[config.mk]
export PLATFORM = sky130hd
export DESIGN_NAME = adder_sequencer_32b
export DESIGN_NICKNAME = d
export VERILOG_FILES = /design/src/rtl/adder_sequencer_32b_pkg.sv /design/src/rtl/adder_sequencer_32b_rr_arbiter.sv /design/src/rtl/adder_sequencer_32b.sv
export SDC_FILE = /design/constraint.sdc
export NUM_CORES = 1
export LEC_CHECK = 0
export ABC_AREA = 1
export CAP_MARGIN = 0
export CORE_AREA = 2 2 290 292
export CTS_CLUSTER_SIZE = 25
export DETAILED_ROUTE_END_ITERATION = 8
export DIE_AREA = 0 0 292 294
export PLACE_DENSITY = 0.48
export RECOVER_POWER = 100
export SYNTH_ARGS = -nofsm -noshare
export SYNTH_HDL_FRONTEND = slang
export SYNTH_SLANG_ARGS = --single-unit
[constraint.sdc]
create_clock -name clk_i -period 1.75 [get_ports clk_i]
set_clock_uncertainty 0.2 [all_clocks]
set_input_delay 0.35 -clock clk_i [delete_from_list [all_inputs] [get_ports clk_i]]
set_output_delay 0.35 -clock clk_i [all_outputs]
set_load 0.1 [all_outputs]
[src/rtl/adder_sequencer_32b_pkg.sv]
// Shared types and constants for the multi-word adder sequencer.
package adder_seq_pkg;

  localparam int unsigned WORD_W = 32;

  typedef enum logic [1:0] {
    IDLE = 2'd0,
    RUN  = 2'd1,
    DONE = 2'd2
  } adder_seq_state_e;

  // Index width that never collapses to zero bits.
  function automatic int unsigned idx_width(input int unsigned n);
    return (n > 1) ? $clog2(n) : 1;
  endfunction

endpackage

[src/rtl/adder_sequencer_32b_rr_arbiter.sv]
// Round-robin arbiter: priority starts one past the last grant; the pointer
// moves only when the caller signals a completed handshake.
module rr_arbiter
  import adder_seq_pkg::*;
#(
  parameter  int unsigned N  = 2,
  localparam int unsigned IW = idx_width(N)
) (
  input  logic          clk_i,
  input  logic          rst_i,
  input  logic [N-1:0]  req_i,
  input  logic          adv_i,
  output logic [N-1:0]  gnt_o,
  output logic [IW-1:0] gnt_idx_o
);

  logic [IW-1:0] last_q, last_d;
  logic [IW-1:0] sel;
  logic          found;
  int unsigned   idx;

  always_comb begin
    gnt_o     = '0;
    gnt_idx_o = '0;
    found     = 1'b0;
    idx       = 0;
    sel       = '0;
    for (int unsigned i = 1; i <= N; i++) begin
      idx = (32'(last_q) + i) % N;
      sel = IW'(idx);
      if (!found && req_i[sel]) begin
        found      = 1'b1;
        gnt_o[sel] = 1'b1;
        gnt_idx_o  = sel;
      end
    end
  end

  always_comb begin
    last_d = last_q;
    if (adv_i) begin
      last_d = gnt_idx_o;
    end
  end

  always_ff @(posedge clk_i) begin
    if (rst_i) begin
      last_q <= IW'(N - 1);
    end else begin
      last_q <= last_d;
    end
  end

endmodule

[src/rtl/adder_sequencer_32b.sv]
// Shares one external 32-bit adder among requesters, sequencing multi-word adds
// LSW first with carry chaining. Optional `ADDER_SEQ_OVERFLOW_EN adds rsp_ovf_o.
module adder_sequencer_32b
  import adder_seq_pkg::*;
#(
  parameter  int unsigned NUM_REQ   = 2,
  parameter  int unsigned MAX_WORDS = 4,
  localparam int unsigned IW        = idx_width(NUM_REQ),
  localparam int unsigned WW        = idx_width(MAX_WORDS)
) (
  input  logic                                  clk_i,
  input  logic                                  rst_i,
  input  logic [NUM_REQ-1:0]                    req_valid_i,
  output logic [NUM_REQ-1:0]                    req_ready_o,
  input  logic [NUM_REQ*WW-1:0]                 req_words_i,
  input  logic [NUM_REQ-1:0]                    req_carry_i,
  input  logic [NUM_REQ*MAX_WORDS*WORD_W-1:0]   req_op1_i,
  input  logic [NUM_REQ*MAX_WORDS*WORD_W-1:0]   req_op2_i,
  output logic [WORD_W-1:0]                     add_op1_o,
  output logic [WORD_W-1:0]                     add_op2_o,
  output logic                                  add_carry_o,
  input  logic [WORD_W-1:0]                     add_sum_i,
  input  logic                                  add_carry_i,
  output logic                                  rsp_valid_o,
  input  logic                                  rsp_ready_i,
  output logic [IW-1:0]                         rsp_id_o,
  output logic [MAX_WORDS*WORD_W-1:0]           rsp_sum_o,
  output logic                                  rsp_carry_o
`ifdef ADDER_SEQ_OVERFLOW_EN
  ,
  output logic                                  rsp_ovf_o
`endif
);

  localparam int unsigned BLK = MAX_WORDS * WORD_W;

  typedef logic [MAX_WORDS-1:0][WORD_W-1:0] opvec_t;

  opvec_t           op1_arr   [NUM_REQ];
  opvec_t           op2_arr   [NUM_REQ];
  logic [WW-1:0]    words_arr [NUM_REQ];

  for (genvar g = 0; g < NUM_REQ; g++) begin : g_unpack
    assign op1_arr[g]   = req_op1_i[g*BLK +: BLK];
    assign op2_arr[g]   = req_op2_i[g*BLK +: BLK];
    assign words_arr[g] = req_words_i[g*WW +: WW];
  end

  adder_seq_state_e state_q, state_d;
  opvec_t           op1_q, op1_d;
  opvec_t           op2_q, op2_d;
  opvec_t           sum_q, sum_d;
  logic [WW-1:0]    cnt_q, cnt_d;
  logic [WW-1:0]    k_q, k_d;
  logic             carry_q, carry_d;
  logic [IW-1:0]    id_q, id_d;

  logic [NUM_REQ-1:0] gnt;
  logic [IW-1:0]      gnt_idx;
  logic               accept;
  logic               last_word;
  logic [WORD_W-1:0]  op1_w, op2_w;

  rr_arbiter #(
    .N (NUM_REQ)
  ) u_arb (
    .clk_i     (clk_i),
    .rst_i     (rst_i),
    .req_i     (req_valid_i),
    .adv_i     (accept),
    .gnt_o     (gnt),
    .gnt_idx_o (gnt_idx)
  );

  assign accept      = (state_q == IDLE) && (|req_valid_i);
  assign req_ready_o = (state_q == IDLE) ? gnt : '0;
  assign last_word   = (k_q == cnt_q);
  assign op1_w       = op1_q[k_q];
  assign op2_w       = op2_q[k_q];

  assign add_op1_o   = (state_q == RUN) ? op1_w   : '0;
  assign add_op2_o   = (state_q == RUN) ? op2_w   : '0;
  assign add_carry_o = (state_q == RUN) ? carry_q : 1'b0;

  assign rsp_valid_o = (state_q == DONE);
  assign rsp_id_o    = id_q;
  assign rsp_sum_o   = sum_q;
  assign rsp_carry_o = carry_q;

  always_comb begin
    state_d = state_q;
    op1_d   = op1_q;
    op2_d   = op2_q;
    sum_d   = sum_q;
    cnt_d   = cnt_q;
    k_d     = k_q;
    carry_d = carry_q;
    id_d    = id_q;
    unique case (state_q)
      IDLE: begin
        if (accept) begin
          op1_d   = op1_arr[gnt_idx];
          op2_d   = op2_arr[gnt_idx];
          cnt_d   = words_arr[gnt_idx];
          carry_d = req_carry_i[gnt_idx];
          id_d    = gnt_idx;
          sum_d   = '0;
          k_d     = '0;
          state_d = RUN;
        end
      end
      RUN: begin
        sum_d[k_q] = add_sum_i;
        carry_d    = add_carry_i;
        k_d        = k_q + 1'b1;
        if (last_word) begin
          state_d = DONE;
        end
      end
      DONE: begin
        if (rsp_ready_i) begin
          state_d = IDLE;
        end
      end
      default: state_d = IDLE;
    endcase
  end

  always_ff @(posedge clk_i) begin
    if (rst_i) begin
      state_q <= IDLE;
      op1_q   <= '0;
      op2_q   <= '0;
      sum_q   <= '0;
      cnt_q   <= '0;
      k_q     <= '0;
      carry_q <= 1'b0;
      id_q    <= '0;
    end else begin
      state_q <= state_d;
      op1_q   <= op1_d;
      op2_q   <= op2_d;
      sum_q   <= sum_d;
      cnt_q   <= cnt_d;
      k_q     <= k_d;
      carry_q <= carry_d;
      id_q    <= id_d;
    end
  end

`ifdef ADDER_SEQ_OVERFLOW_EN
  logic ovf_q, ovf_d;

  // Signed overflow is judged on the top word only, in its RUN cycle.
  always_comb begin
    ovf_d = ovf_q;
    if (accept) begin
      ovf_d = 1'b0;
    end else if ((state_q == RUN) && last_word) begin
      ovf_d = (op1_w[WORD_W-1] == op2_w[WORD_W-1]) &&
              (add_sum_i[WORD_W-1] != op1_w[WORD_W-1]);
    end
  end

  always_ff @(posedge clk_i) begin
    if (rst_i) begin
      ovf_q <= 1'b0;
    end else begin
      ovf_q <= ovf_d;
    end
  end

  assign rsp_ovf_o = ovf_q;
`endif

endmodule

# Word level (Yosys, flattened, before mapping)
# Index checks and enable logic that the tools add are counted.
# totals
reg_bits	393
input_bits	556
output_inout_bits	198
elab_cells	94
# classes
n_addsub	3
n_lt_le_gt_ge	8
n_eq_ne	6
n_mux	45
bitwise	2
n_reduce_logical	12
# ops
operator	count
$mux 128	7
$pmux 128 s2	1
$mux 32	5
$bmux 32 s2	2
$bwmux 128	1
$demux 32 s2	1
$mux 2	10
$mux 1	13
$lt 1x2->1 const B	3
$pmux 2 s3	1
$logic_and 1x1->1	5
$ne 2x2->1 const B	2
$pmux 2 s2	1
$reduce_and 2->1	2
$lt 2x3->1 const B	1
$reduce_and 3->1	1
$add 1x1->1 const B	2
$add 2x1->2 const B	1
$demux 1 s1	2
$eq 2x1->1 const B	1
$eq 2x2->1	1
$eq 2x2->1 const B	1
$ge 1x1->1 const B	2
$ge 2x1->1 const B	1
9 further kinds	9

# Logic depth before layout (Yosys ltp)
# depth
ltp_word	11
mapped_depth	10
depth_no_buf	8

# Modules after synthesis
# From an unflattened synthesis, not the netlist that was laid out.
# hier_totals
cells_unflattened	3095
area_unflattened_um2	19502.5
# by_module_without_submodules
mod	instances	cells_per_inst	area_each_um2
adder_sequencer_32b	1	3085	19437.4
rr_arbiter	1	10	65.1

# Least setup slack after synthesis
# No wires, ideal clock.
# synth_timing
path_kind	reg-to-output
start	register k_q[0]
end	output add_op1_o[30]
arrival_ns	2.507
required_ns	1.200
slack_ns	-1.307
stages_incl_launch_ff	7
cell_sequence	dfxtp_1 > inv_2 > buf_2 > clkbuf_1 > a21oi_1 > o21ai_0 > a21oi_1
# synth_between
elab_chain_cells	3
# synth_lines
item	line	source
from (decl)	adder_sequencer_32b.sv:54	logic [WW-1:0] k_q, k_d;
from (signal assigned)	adder_sequencer_32b.sv:145	k_q <= k_d;
$bmux 32 s2	adder_sequencer_32b.sv:78	assign op1_w = op1_q[k_q];
$mux 32 (not written as such)	adder_sequencer_32b.sv:78	
$mux 32	adder_sequencer_32b.sv:81	assign add_op1_o = (state_q == RUN) ? op1_w : '0;
to (decl)	adder_sequencer_32b.sv:19	output logic [WORD_W-1:0] add_op1_o,
# No other way between the ends. The select of a mux whose other input is x is not followed.

# Worst setup path in the final report
# layout_timing
start	register k_q[0]
end	output add_op1_o[17]
# Same word-level chain as after synthesis.

==> impl_metrics.yaml <==
floorplan:
  fp-row-count: 106
  initial_utilization_pct: 23.9
  io-pin-count: 754
  chipHeight_um: 294
  dieArea_um2: 85800
  die_w_um: 292
  core_area_um2: 82900
worst_setup_path:
  worstPathMaxFanout: 10
  worstPathArrival_ns: 2.08
  critPathLaunchType: "register"
  reg2reg_from: "k_q[0]$_SDFFE_PP0P_"
  crit_type: "register to primary output"
  critPathCaptureType: "primary output"
  startpoint: "k_q[0]$_SDFFE_PP0P_"
  cp.required_ns: 1.20
logic_synthesis:
  synth-xor-area-share_pct: 0.0883
  synth-seq-cells: 393
  synth_compound_area_share_pct: 14.7
  yosysWarnings: 0
  synth_cell_types: 20
  postSynthCellCount: 3209
  syn_avg_cell_area_um2: 6.18
  netlist_area_um2: 19800
  synthMuxAreaShare_pct: 0
  synth_top_family_by_area: "simple AND/OR/NAND/NOR gates"
  syn-num-nets: 3769
  ys_seq_area_share_pct: 39.7
  synthAdderAreaFrac_pct: 0.252
  synthSimpleGateAreaFrac_pct: 31.8
timing:
  worstMarginPinSlew_ns: 0.472
  period_minus_slack_ns: 2.63
  rsz0062_at_grt: "yes"
  final_max_slew_viol_count: 0
  setup_viol: 420
  post-route-period-util_pct: 150
  fin_setup_tns_ns: -91.73
  maxSlewHeadroom_pct: 68.2
  fmax_mhz: 380
  setup_slack_ns: -0.882
  hold_viol: 0
global_routing:
  track_usage_pct: 20.7
  grt_max_degree: 56
  grt.overflow.total: 0
  antenna_found_initial: 12
  grt_pass1_wl_mm: 136
  grt_pass1_vias: 21900
power:
  powerDensity_nw_per_um2: 1070
  p_leak_uw: 0.0156
  peakVddDrop_mv: 0.498
route:
  detail-route-antenna-nets: 0
  vias_per_cell: 4.41
  wirelength_mm: 93.2
  drtPass1Iterations: 5
  routed-via-count: 22600
  avgRoutedWirePerCell_um: 18.2
  drt_iter0_drc: 1214
  drc_errors: 0
layout:
  stdcell_count: 5126
  final_nets: 4561
  drive_gt1_share_pct: 18.4
  syn_to_final_growth_pct: 79.3
  utilization_pct: 42.9
hold_path:
  holdCritStartpoint: "req_op1_i[42]"
  holdCritPathClass: "input pin to register"
clock_network:
  clk_pin_slew_ns: 0.06
  cts-root-buf: "clkbuf_16"
  clkLatencyLatePin_ns: 0.58
  clock_path_buffers: 3
  cts_tree: "built"
  cts_sinks: 393
  cts_buffers: 49
  h-tree-depth: 2
placed_design:
  io_buffer_count: 753
  gp_congestion: 0.852
  pre_cts_slack_ns: -0.651
  dp_cells: 5016
  dp_hpwl_mm: 71.4
run_status:
  outcome: "complete, but fails checks"
  violations: "negative setup slack"
run:
  max-cap-violations: 0
## synthesized netlist by cell type (all sizes together)
cell type	instances	area share [%]
buf	159	4.3
nor2	271	5.2
ha	4	0.25
xnor2	2	0.088
nand2	1054	20
clkbuf	72	1.4
inv	410	7.8
dfxtp	393	40
o211ai	1	0.038
o21ai	129	3.3
nand3	261	6.6
a21oi	453	11
## power by group
part / total, uW / internal [uW] / switching, uW
Sequential: 10900 / 10200 / 649
Combinational: 16900 / 6590 / 10300
Clock: 10300 / 6200 / 4120
## sequential cells by signal (all words and copies together) (netlist names)
register and count:
op2_q 128, op1_q 128, k_q 2, rsp_sum_o 128
state_q 2, cnt_q 2, u_arb.last_q 1, rsp_carry_o 1
rsp_id_o 1
## layout make-up
class / count / area [um2]
inverters: 410 / 1590
repair buffers: 972 / 12300
well taps: 1080 / 1350
clock buffers: 75 / 1510
fillers: 8436 / 47300
clock inverters: 13 / 123
flip-flops and latches: 393 / 7880
multi-input cells: 2175 / 10800
diodes: 8 / 20.0
## stage by stage
stage | hold slack [ns] | cell area, um2 | total power (uW)
6_report | 0.207 | 35600 | 38100
5_1_grt | 0.187 | 35600 | 40100
4_1_cts | 0.159 | 34900 | 38100
3_5_place_dp | 0.288 | 32900 | 27200
3_3_place_gp | 0.284 | 32900 | 27200
2_1_floorplan | 0.297 | 20800 | 20100
## kinds of logic after synthesis
| family | Yosys count |
|---|---|
| flip-flops | 393 |
| buffers and inverters | 641 |
| XOR/XNOR | 2 |
| AND/OR/NAND/NOR | 1586 |
| adder cells (fa/ha/maj) | 4 |
| AO/OA/AOI/OAI | 583 |
## layout by cell type, fill, tap and decap left out, types with 8 or more instances in the layout
cell type and instances:
nand2_1 1047, clkdlybuf4s50_1 552, inv_1 392, dfxtp_1 388, a21oi_1 303, buf_12 268
nor2_1 265, nand3_1 261, buf_4 129, a21oi_4 86, a21oi_2 64, o21ai_2 62
clkbuf_16 55, o21ai_1 36, o21ai_0 30, clkbuf_8 12, clkbuf_1 11, inv_2 10
clkinv_2 9, diode_2 8
## routing by layer
metal  vias up  GRT usage [%]  part of all wire (%)
li1      11600              -                     -
met1     10300           26.6                    43
met2       602           35.1                    48
met3       116           3.98                   5.7
met4         6           6.45                   2.7
met5         -              0                 0.032
## repair_timing
| action | in CTS | in global routing |
|---|---|---|
| pin swaps | 33 | 16 |
| endpoints found under the hold margin | 14 | 0 |
| buffers inserted | 5 | 4 |
| hold buffers | 1 | 0 |
| gates resized for setup | 112 | 114 |
| cloned | 1 | 3 |
| setup endpoints to repair | 346 | 545 |
## worst max-delay path, cell delays in order (launching register included)
cell,delay [ns]
dfxtp_4,0.42
inv_4,0.07
buf_12,0.15
buf_8,0.14
buf_12,0.14
a21oi_4,0.11
o21ai_2,0.09
a21oi_4,0.17
buf_12,0.19
## worst paths after layout
path,depth (start not counted),to,slack (ns)
worst max-delay path,8,add_op1_o[17],-0.88
worst min-delay path,5,op1_q[42]$_SDFFE_PP0P_,0.21
worst max register to register,8,rsp_sum_o[37]$_SDFFE_PP0P_,-0.23
worst min register to register,2,rsp_sum_o[110]$_SDFFE_PP0P_,0.29
Power figures use the tool's default switching activity.
